<file path="config.mk">
export PLATFORM = sky130hd
export DESIGN_NAME = cmd_assembler
export DESIGN_NICKNAME = d
export VERILOG_FILES = /design/src/rtl/cmd_assembler.sv
export SDC_FILE = /design/constraint.sdc
export NUM_CORES = 1
export LEC_CHECK = 0
export ABC_AREA = 1
export CAP_MARGIN = 10
export CORE_ASPECT_RATIO = 0.6
export CORE_MARGIN = 3
export CORE_UTILIZATION = 47
export DETAILED_ROUTE_END_ITERATION = 7
export GPL_TIMING_DRIVEN = 0
export PLACE_DENSITY = 0.75
export SYNTH_ARGS = -nofsm -noshare
export SYNTH_HDL_FRONTEND = slang
export SYNTH_SLANG_ARGS = --single-unit
</file>
<file path="constraint.sdc">
create_clock -name clk_1_92m -period 1.9 [get_ports clk_1_92m]
set_input_delay 0.38 -clock clk_1_92m [delete_from_list [all_inputs] [get_ports clk_1_92m]]
set_output_delay 0.38 -clock clk_1_92m [all_outputs]
set_load 0.01 [all_outputs]
</file>
<file path="src/rtl/cmd_assembler.sv">
// cmd_assembler: rebuilds the forward-link command bit stream from decoder TPP symbols,
// captures the 8-bit head, tracks the bit count against cmd_len and checks the frame CRC-16.
module cmd_assembler #(
  parameter int          BUF_W       = 64,
  parameter logic [15:0] CRC_RESIDUE = 16'h1D0F
) (
  input  logic             clk_1_92m,
  input  logic             rst_n,
  input  logic             tpp_clk,
  input  logic [1:0]       tpp_data,
  input  logic             delimiter,
  input  logic             dec_done,
  input  logic [7:0]       cmd_len,
  output logic [7:0]       cmd_head,
  output logic             head_finish,
  output logic             cmd_end,
  output logic [7:0]       bit_cnt,
  output logic [BUF_W-1:0] cmd_buf,
  output logic             crc_ok,
  output logic             frame_valid,
  output logic             overflow
);

  // state | meaning
  // IDLE  | waiting for a delimiter; outputs keep the last frame
  // HEAD  | collecting the first 8 bits
  // BODY  | collecting the rest, watching cmd_len and dec_done
  // DONE  | frame closed, outputs frozen until dec_done falls
  typedef enum logic [1:0] {IDLE, HEAD, BODY, DONE} state_t;

  state_t           state_q, state_d;
  logic [2:0]       tpp_sync_q, tpp_sync_d;
  logic [2:0]       del_sync_q, del_sync_d;
  logic [1:0]       done_sync_q, done_sync_d;
  logic             sym_stb_q, sym_stb_d;
  logic             del_stb_q, del_stb_d;
  logic [15:0]      crc_q, crc_d;
  logic [7:0]       cmd_head_q, cmd_head_d;
  logic             head_finish_q, head_finish_d;
  logic             cmd_end_q, cmd_end_d;
  logic [7:0]       bit_cnt_q, bit_cnt_d;
  logic [BUF_W-1:0] cmd_buf_q, cmd_buf_d;
  logic             crc_ok_q, crc_ok_d;
  logic             frame_valid_q, frame_valid_d;
  logic             overflow_q, overflow_d;

  function automatic logic [15:0] crc_step(input logic [15:0] crc, input logic din);
    crc_step = {crc[14:0], 1'b0} ^ ((crc[15] ^ din) ? 16'h1021 : 16'h0000);
  endfunction

  always_comb begin
    tpp_sync_d    = {tpp_sync_q[1:0], tpp_clk};
    del_sync_d    = {del_sync_q[1:0], delimiter};
    done_sync_d   = {done_sync_q[0], dec_done};
    sym_stb_d     = tpp_sync_q[1] & ~tpp_sync_q[2];
    del_stb_d     = del_sync_q[1] & ~del_sync_q[2];
    state_d       = state_q;
    crc_d         = crc_q;
    cmd_head_d    = cmd_head_q;
    head_finish_d = head_finish_q;
    cmd_end_d     = cmd_end_q;
    bit_cnt_d     = bit_cnt_q;
    cmd_buf_d     = cmd_buf_q;
    crc_ok_d      = crc_ok_q;
    frame_valid_d = 1'b0;
    overflow_d    = overflow_q;

    // A new delimiter always wins, including over a coincident symbol.
    if (del_stb_q) begin
      state_d       = HEAD;
      crc_d         = 16'hFFFF;
      cmd_head_d    = 8'd0;
      head_finish_d = 1'b0;
      cmd_end_d     = 1'b0;
      bit_cnt_d     = 8'd0;
      cmd_buf_d     = '0;
      crc_ok_d      = 1'b0;
      overflow_d    = 1'b0;
    end else begin
      case (state_q)
        HEAD, BODY: begin
          if (sym_stb_q) begin
            cmd_buf_d = {cmd_buf_q[BUF_W-3:0], tpp_data};
            crc_d     = crc_step(crc_step(crc_q, tpp_data[1]), tpp_data[0]);
            if (bit_cnt_q >= 8'd254) begin
              bit_cnt_d  = 8'd255;
              overflow_d = 1'b1;
            end else begin
              bit_cnt_d = bit_cnt_q + 8'd2;
            end
          end
          if (state_q == HEAD) begin
            if (sym_stb_q && bit_cnt_d == 8'd8) begin
              cmd_head_d    = cmd_buf_d[7:0];
              head_finish_d = 1'b1;
              state_d       = BODY;
            end
          end else if (cmd_len != 8'd0 && bit_cnt_d >= cmd_len) begin
            // covers the exact hit, an odd length overshot by one, and a late cmd_len
            cmd_end_d = 1'b1;
          end
          if (done_sync_q[1]) begin
            state_d       = DONE;
            frame_valid_d = 1'b1;
            crc_ok_d      = (state_q == BODY) && (crc_d == CRC_RESIDUE);
          end
        end
        DONE: begin
          if (!done_sync_q[1]) state_d = IDLE;
        end
        default: ;
      endcase
    end
  end

  always_ff @(posedge clk_1_92m or negedge rst_n) begin
    if (!rst_n) begin
      state_q       <= IDLE;
      tpp_sync_q    <= 3'b000;
      del_sync_q    <= 3'b000;
      done_sync_q   <= 2'b00;
      sym_stb_q     <= 1'b0;
      del_stb_q     <= 1'b0;
      crc_q         <= 16'hFFFF;
      cmd_head_q    <= 8'd0;
      head_finish_q <= 1'b0;
      cmd_end_q     <= 1'b0;
      bit_cnt_q     <= 8'd0;
      cmd_buf_q     <= '0;
      crc_ok_q      <= 1'b0;
      frame_valid_q <= 1'b0;
      overflow_q    <= 1'b0;
    end else begin
      state_q       <= state_d;
      tpp_sync_q    <= tpp_sync_d;
      del_sync_q    <= del_sync_d;
      done_sync_q   <= done_sync_d;
      sym_stb_q     <= sym_stb_d;
      del_stb_q     <= del_stb_d;
      crc_q         <= crc_d;
      cmd_head_q    <= cmd_head_d;
      head_finish_q <= head_finish_d;
      cmd_end_q     <= cmd_end_d;
      bit_cnt_q     <= bit_cnt_d;
      cmd_buf_q     <= cmd_buf_d;
      crc_ok_q      <= crc_ok_d;
      frame_valid_q <= frame_valid_d;
      overflow_q    <= overflow_d;
    end
  end

  assign cmd_head    = cmd_head_q;
  assign head_finish = head_finish_q;
  assign cmd_end     = cmd_end_q;
  assign bit_cnt     = bit_cnt_q;
  assign cmd_buf     = cmd_buf_q;
  assign crc_ok      = crc_ok_q;
  assign frame_valid = frame_valid_q;
  assign overflow    = overflow_q;

endmodule

</file>
Yosys cells after proc, flatten, opt, wreduce, memory -nomap -nowiden --
Index checks and enable logic that the tools add are counted.
Storage, ports and cells: flip-flop bits (word level) 113, logic and storage cells 99, input bits 15
Operators by class: muxes and demuxes 44, reduce and logical (&&, ||, !) cells 19, bitwise logic cells 8, add/sub/neg operators 1, eq/ne operators 9, $lt $le $gt $ge 2
Operators with widths (count):
- $mux W64 | 3
- $mux W16 | 5
- $mux W8 | 10
- $xor A16 B13 Y16 | 2
- $mux W13 | 2
- $mux W1 | 18
- $eq A16 B13 Y1 const B | 1
- $reduce_bool A2 Y1 | 7
- $mux W2 | 5
- $reduce_and A3 Y1 | 3
- $add A8 B2 Y8 const B | 1
- $eq A8 B4 Y1 const B | 1
- $ge A8 B8 Y1 | 1
- $ge A8 B8 Y1 const B | 1
- $ne A4 B4 Y1 const B | 2
- $reduce_bool A8 Y1 | 1
- $eq A2 B2 Y1 const B | 2
- $pmux W2 S2 | 1
- $reduce_and A2 Y1 | 2
- $reduce_and A4 Y1 | 1
- $logic_and A1 B1 Y1 | 3
- $ne A3 B3 Y1 const B | 1
- $reduce_bool A3 Y1 | 1
- $and A1 B1 Y1 | 2
- 5 further kinds | 7

Longest topological paths before layout --
Gate-level depths: netlist of run 1.
depth in word-level cells 14, mapped depth 13

Least setup slack after synthesis of run 1 --
No wires, ideal clock.
path kind register to register, start point reg bit_cnt_q[1] (netlist: bit_cnt[1]), end point reg cmd_end_q (netlist: cmd_end), period minus slack after synthesis 2.048 ns, setup time 0.132 ns, buffers on the path 0, cell stages (with the launch flop) 14, path slack -0.148 ns, data arrival time 1.916 ns, path through dfrtp_1 ha_1 nand2_4 nand2_1 and2_1 nor2_1 inv_1 ha_1 a21oi_1 o21ai_0 nand2_1 o2111ai_1 a21oi_1 nor2_1
On the way: word-level cells in the longest chain between the ends 9
Ends and longest elaborated chain:
- from (decl) | line 41 | logic [7:0] bit_cnt_q, bit_cnt_d;
- from (signal assigned) | line 144 | bit_cnt_q <= bit_cnt_d;
- $add A8 B2 Y8 / $ge A8 B8 Y1 (equally long branches) | line 89, 85
- $mux W8 | line 85 | if (bit_cnt_q >= 8'd254) begin
- $mux W8 (*) | line 82 | if (sym_stb_q) begin
- $mux W8 (*) | line 80 | case (state_q)
- $mux W8 (*) | line 69 | if (del_stb_q) begin
- $ge A8 B8 Y1 (*) | line 98 | end else if (cmd_len != 8'd0 && bit_cnt_d >= cmd_len) begin
- $logic_and A1 B1 Y1 (*) | line 98
- $reduce_bool A2 Y1 (no source line) (*)
- $reduce_and A3 Y1 (no source line) (*)
- to (signal assigned) | line 143 | cmd_end_q <= cmd_end_d;
- to (decl) | line 40 | logic cmd_end_q, cmd_end_d;
Every way passes the cells marked *; elsewhere a longest branch is shown, timed or not. The select of a mux whose other input is x is not followed. A chain may end at the register's enable or synchronous reset.

Final worst setup path of run 1 --
start point reg bit_cnt_q[3] (netlist: bit_cnt[3]), end point reg cmd_end_q (netlist: cmd_end)
The elaborated chain is that of the path after synthesis.

==> results.py, run 1 <==
metrics = {
    "outcome": {
        "run_status": "finished with violations",
        "violations": "setup timing",
    },
    "sta": {
        "fin_skew_ns": 0.00934,
        "rsz0062_at_grt": "true",
        "min_period_over_period_pct": 108,
        "worst_slew_pin_slew_ns": 0.841,
        "relSlewSlack_pct": 43.9,
        "fin_setup_tns_ns": -0.843,
        "slew_viol_final": 0,
        "setup_viol": 10,
        "hold_violations": 0,
        "fmax_ghz": 0.489,
        "finalWorstSetupSlack_ns": -0.145,
        "layout_min_cycle_time_ns": 2.05,
    },
    "clock_tree": {
        "cts_buffers": 17,
        "clk_latency_ns": 0.41,
        "cts_tree": "yes",
        "clk_pin_slew_ns": 0.06,
        "cts_buffer_depth": 2,
        "clkSinkCount": 113,
        "htreeDepth": 4,
        "cts_root_buffer": "clkbuf_16",
        "ctsHoldBuffers": 0,
    },
    "critical_path": {
        "r2r_setup_slack_ns": -0.15,
        "rr_worst_depth": 12,
        "regToRegStartpoint": "bit_cnt[3]",
        "r2r_end": "cmd_end",
        "path_cells": "nand2_2, nor2_4, nand4_1, buf_4, nand3_4, ha_4, nand2_4, nor2_2, nand4_1, o2111ai_2, a21oi_1, nor2_1",
        "critPathMaxStageDelay_ns": 0.40,
        "critPathSlowestCell": "dfrtp_1",
        "cp-start-kind": "flop",
        "critPathKind": "flop to flop",
        "cp_data_arrival_time_ns": 2.33,
        "crit_top_cell": "nand4_1",
        "worst-path-max-fanout": 4,
        "cp.required_ns": 2.19,
        "end_kind": "flop",
    },
    "layout": {
        "final_nets": 789,
        "layout.cells.non_filler": 913,
        "area_delta_synth_final_pct": 43.6,
        "final_common_cell": "nand2_1",
        "final_cell_mix": "nand2_1, clkdlybuf4s50_1, dfrtp_1, o21ai_0, nand3_1",
        "nFillCells": 760,
        "antenna_cells": 0,
        "layout-drive-gt1-share_pct": 20.8,
    },
    "place": {
        "pre_cts_slack_ns": -0.326,
        "placed_cells": 853,
        "gp_congestion": 0.920,
        "place.port_buffers": 99,
        "post-dp-hpwl_um": 9810,
    },
    "global_routing": {
        "grt_pass1_wl_um": 23900,
        "grt_usage_pct": 24.1,
        "grt_pass1_vias": 4817,
        "grt_max_degree": 66,
        "antenna_found_initial": 0,
        "overflow": 0,
    },
    "synth": {
        "yosys.area.top_type": "dfrtp_1",
        "netlist_area_um2": 5260,
        "ys_seq_area_share_pct": 54.2,
        "syn_inst": 614,
        "synth.avg_cell_area_um2": 8.56,
        "async_flop_share_pct": 100,
        "ys_types": 37,
        "post-synth-top-area-fraction_pct": 46.2,
        "syn_nets": 641,
        "synth_seq_cells": 113,
        "yosys_warnings": 0,
        "synthFlopType": "dfrtp_1",
        "netlist_top_cells_area": "dfrtp_1, o21ai_0, nand2_1",
        "synth_edf_count": 0,
    },
    "die": {
        "ios": 100,
        "coreArea_um2": 10700,
        "die_w_um": 143,
        "die-area_um2": 12500,
        "start_util_pct": 49.0,
        "dieHeight_um": 87.9,
        "rows": 29,
    },
    "pwr": {
        "power_density_nw_per_um2": 1210,
        "leakagePower_nw": 3.73,
        "fin_total_pwr_mw": 9.12,
        "vdd_drop_max_mv": 0.872,
    },
    "routing": {
        "drt_iter0_markers": 262,
        "wirelength_um": 15400,
        "wl_per_cell_um": 16.9,
        "firstDrtPassIters": 5,
        "viasPerCell": 5.52,
        "drc": 0,
        "vias": 5044,
        "ant_nets": 0,
    },
    "min_path": {
        "hp-class": "input pin to async pin",
    },
    "flow_run": {
        "drv_cap": 0,
    },
}
[registers in the layout, summed over array words and instances, names as in the netlist, 2 cells and up]
| name | cells |
|---|---|
| cmd_head | 8 |
| tpp_sync_q | 3 |
| del_sync_q | 3 |
| state_q | 2 |
| crc_q | 16 |
| bit_cnt | 8 |
| done_sync_q | 2 |
| cmd_buf | 64 |
[cells by family after synthesis]
| kind of cell | share of synthesized area, % |
|---|---|
| AOI/OAI and AO/OA | 14.4 |
| xor gates and xnor gates | 0.500 |
| adders and majority gates | 2.86 |
| buffers and inverters | 7.35 |
| DFF | 54.2 |
| and+or+nand+nor | 20.8 |
[per-stage QoR]
| step | utilization [%] | instance area (µm²) | hold WS, ns |
|---|---|---|---|
| after floorplan | - | 5270 | 0.0844 |
| after global placement | 59.9 | 6440 | 0.333 |
| after detailed placement | 60.2 | 6460 | 0.338 |
| after CTS | 67.5 | 7250 | 0.0890 |
| after global routing | 70.3 | 7550 | 0.133 |
| final | 70.3 | 7550 | 0.0644 |
[how the worst max path moves through the flow]
stage | start | to | slack, ns | depth (start not counted)
finish | bit_cnt[3] | cmd_end | -0.15 | 12
global route | bit_cnt[3] | cmd_end | -0.27 | 12
CTS | bit_cnt[1] | cmd_end | -0.06 | 13
detailed placement | state_q[0] | frame_valid | -0.33 | 6
global placement | rst_n | bit_cnt[1] | -4.17 | 1
floorplan | bit_cnt[1] | cmd_end | -0.01 | 13
[synthesized netlist by cell type, drive strengths merged (3+ instances only)]
cell type,count
a21oi,18
clkbuf,24
inv,61
nand2,130
dfrtp,97
a22oi,6
buf,10
nor2,37
o21ai,99
dfstp,16
ha,12
nand4,6
nand3,69
nor3,3
o22ai,9
nor4,3
[area by class of cell]
class	count	area [µm²]	share of cell area (%)
Clock buffer	22	474	6.28
Clock inverter	9	83.8	1.11
Timing Repair Buffer	130	1270	16.8
Multi-Input combinational cell	404	2280	30.3
Tap cell	139	174	2.30
Sequential cell	113	2850	37.8
Inverter	63	238	3.15
Buffer	33	174	2.30
[critical path: cells and delay by family, from the launching register on]
family                   cells  cell delay [ns]
adder cells (fa/ha/maj)      1             0.22
flip-flops                   1             0.40
buffers and inverters        1             0.22
AO/OA/AOI/OAI                2             0.24
AND/OR/NAND/NOR              8             0.85
[power breakdown]
part           leakage, nW  switching [mW]  internal (mW)
clock                0.264            1.11           1.88
sequential            1.49           0.223           2.77
combinational         1.98            2.10           1.04
[layer usage]
metal | vias to the layer above | part of all wire (%) | GRT usage, %
met5 | - | 0 | 0
li1 | 2340 | - | -
met4 | 0 | 1.7 | 6.90
met2 | 217 | 46 | 36.8
met3 | 25 | 7.4 | 5.95
met1 | 2462 | 45 | 34.7
[what timing repair did]
action                     CTS  global route
pin swaps                    7            26
buffers inserted            17            12
gates cloned                 1             0
setup endpoints to repair  100            91
resized for setup           35            76
No activity file was read; power rests on OpenSTA's default activity.
==> run 2: changes to the inputs <==
==> constraint.sdc (replaced) <==
create_clock -name clk_1_92m -period 1.9 [get_ports clk_1_92m]
set_input_delay 0.19 -clock clk_1_92m [delete_from_list [all_inputs] [get_ports clk_1_92m]]
set_output_delay 0.19 -clock clk_1_92m [all_outputs]
set_load 0.01 [all_outputs]
==> results.py, run 2 (same netlist as run 1, synthesis figures left out) <==
metrics = {
    "outcome": {
        "run_status": "finished with violations",
        "violations": "setup timing",
    },
    "layout": {
        "final_common_cell": "nand2_1",
        "utilization_pct": 70.3,
        "final_nets": 790,
        "largest_reg_flops": 64,
        "antenna_cells": 0,
        "nFillCells": 763,
        "area_delta_synth_final_pct": 43.6,
        "final_cell_mix": "nand2_1, clkdlybuf4s50_1, dfrtp_1, o21ai_0, nand3_1",
        "layout-drive-gt1-share_pct": 20.8,
    },
    "clock_tree": {
        "clk_latency_ns": 0.41,
        "cts_tree": "yes",
        "cts_buffer_depth": 2,
        "clkSinkCount": 113,
        "cts_root_buffer": "clkbuf_16",
        "clk_pin_slew_ns": 0.05,
        "htreeDepth": 4,
        "cts_buffers": 17,
    },
    "critical_path": {
        "r2r_end": "cmd_end",
        "cp_data_arrival_time_ns": 2.29,
        "end_kind": "flop",
        "rr_worst_depth": 13,
        "regToRegStartpoint": "bit_cnt[2]",
        "critPathKind": "flop to flop",
        "cp.required_ns": 2.18,
        "cp-start-kind": "flop",
        "r2r_setup_slack_ns": -0.11,
        "worst-path-max-fanout": 3,
    },
    "die": {
        "die_w_um": 143,
        "coreArea_um2": 10700,
        "ios": 100,
        "dieHeight_um": 87.9,
        "rows": 29,
        "start_util_pct": 49.0,
        "die-area_um2": 12500,
    },
    "routing": {
        "firstDrtPassIters": 5,
        "ant_nets": 0,
        "wirelength_um": 15400,
        "wl_per_cell_um": 16.8,
        "vias": 5001,
        "drc": 0,
        "drt_iter0_markers": 320,
        "viasPerCell": 5.47,
    },
    "place": {
        "gp_congestion": 0.920,
        "pre_cts_slack_ns": -0.326,
        "post-dp-hpwl_um": 9810,
        "place.port_buffers": 99,
    },
    "sta": {
        "min_period_over_period_pct": 106,
        "slew_viol_final": 0,
        "worst_slew_pin_slew_ns": 0.841,
        "fin_skew_ns": 0.00797,
        "finalWorstSetupSlack_ns": -0.107,
        "rsz0062_at_grt": "true",
        "fmax_ghz": 0.498,
        "hold_ws_ns": 0.216,
        "layout_min_cycle_time_ns": 2.01,
        "setup_viol": 9,
        "relSlewSlack_pct": 43.9,
        "hold_violations": 0,
    },
    "pwr": {
        "power_density_nw_per_um2": 1210,
        "vdd_drop_max_mv": 0.887,
        "leakagePower_nw": 3.68,
    },
    "min_path": {
        "min_from": "delimiter",
        "holdPathStages": 1,
        "hp-class": "input pin to flop",
        "whs_endpoint": "del_sync_q[0]",
    },
    "global_routing": {
        "overflow": 0,
        "antenna_found_initial": 0,
        "grt_usage_pct": 24.1,
        "grt_max_degree": 66,
        "grt_pass1_vias": 4817,
        "grt_pass1_wl_um": 23900,
    },
    "flow_run": {
        "drv_cap": 0,
    },
}
[run 2: timing repair]
| item | CTS | global route |
|---|---|---|
| buffers inserted | 17 | 12 |
| pin swaps | 7 | 26 |
| cloned | 1 | 0 |
| resized for setup | 35 | 73 |
| hold buffers | 1 | 0 |
| endpoints found under the setup margin | 100 | 91 |
| hold endpoints to repair | 60 | 0 |
[run 2: stage by stage]
step | cells | instance area, µm² | TNS (ns) | power, mW
final | 914 | 7550 | -0.823 | 9.13
after global routing | 914 | 7550 | -3.73 | 9.59
after CTS | 903 | 7260 | -0.399 | 8.80
after detailed placement | 853 | 6460 | -16.25 | 5.58
after global placement | 852 | 6440 | -393.26 | 5.50
after floorplan | 614 | 5270 | -0.0144 | 4.60
[run 2: report_power, final]
group	internal [mW]	switching, mW	total [mW]
sequential	2.77	0.224	2.99
clock	1.89	1.10	2.98
combinational	1.05	2.11	3.16
total	5.70	3.42	9.13
[run 2: worst max-delay path by stage]
stage                    start          end  slack [ns]  depth (start not counted)
finish              bit_cnt[2]      cmd_end       -0.11                         13
global route         sym_stb_q      cmd_end       -0.23                         13
CTS                 bit_cnt[1]      cmd_end       -0.06                         13
detailed placement  state_q[0]  frame_valid       -0.33                          6
global placement         rst_n   bit_cnt[1]       -3.98                          1
floorplan           bit_cnt[1]      cmd_end       -0.01                         13
[run 2: final cells by class]
type,instances,area [µm²],area share (%)
Buffer,33,174,2.30
Clock buffer,22,474,6.28
Clock inverter,9,83.8,1.11
Inverter,63,238,3.15
Multi-Input combinational cell,404,2280,30.3
Sequential cell,113,2850,37.8
Tap cell,139,174,2.30
Timing Repair Buffer,131,1270,16.8
[run 2: worst max-delay path, cell delays in order (launching register included)]
cell,delay [ns]
dfrtp_2,0.45
ha_4,0.19
nand2_4,0.08
nand2_2,0.07
and2_4,0.14
nor2_4,0.12
inv_2,0.06
ha_4,0.22
a21oi_2,0.11
o21ai_1,0.07
nand2_1,0.08
o2111ai_2,0.11
a21oi_1,0.13
nor2_1,0.05
[run 2: metal layers]
metal / track usage (%) / up-vias / share of wire [%]
li1: - / 2345 / -
met1: 34.7 / 2429 / 46
met2: 36.8 / 199 / 47
met3: 5.95 / 28 / 6.1
met4: 6.90 / 0 / 1.5
met5: 0 / - / 0
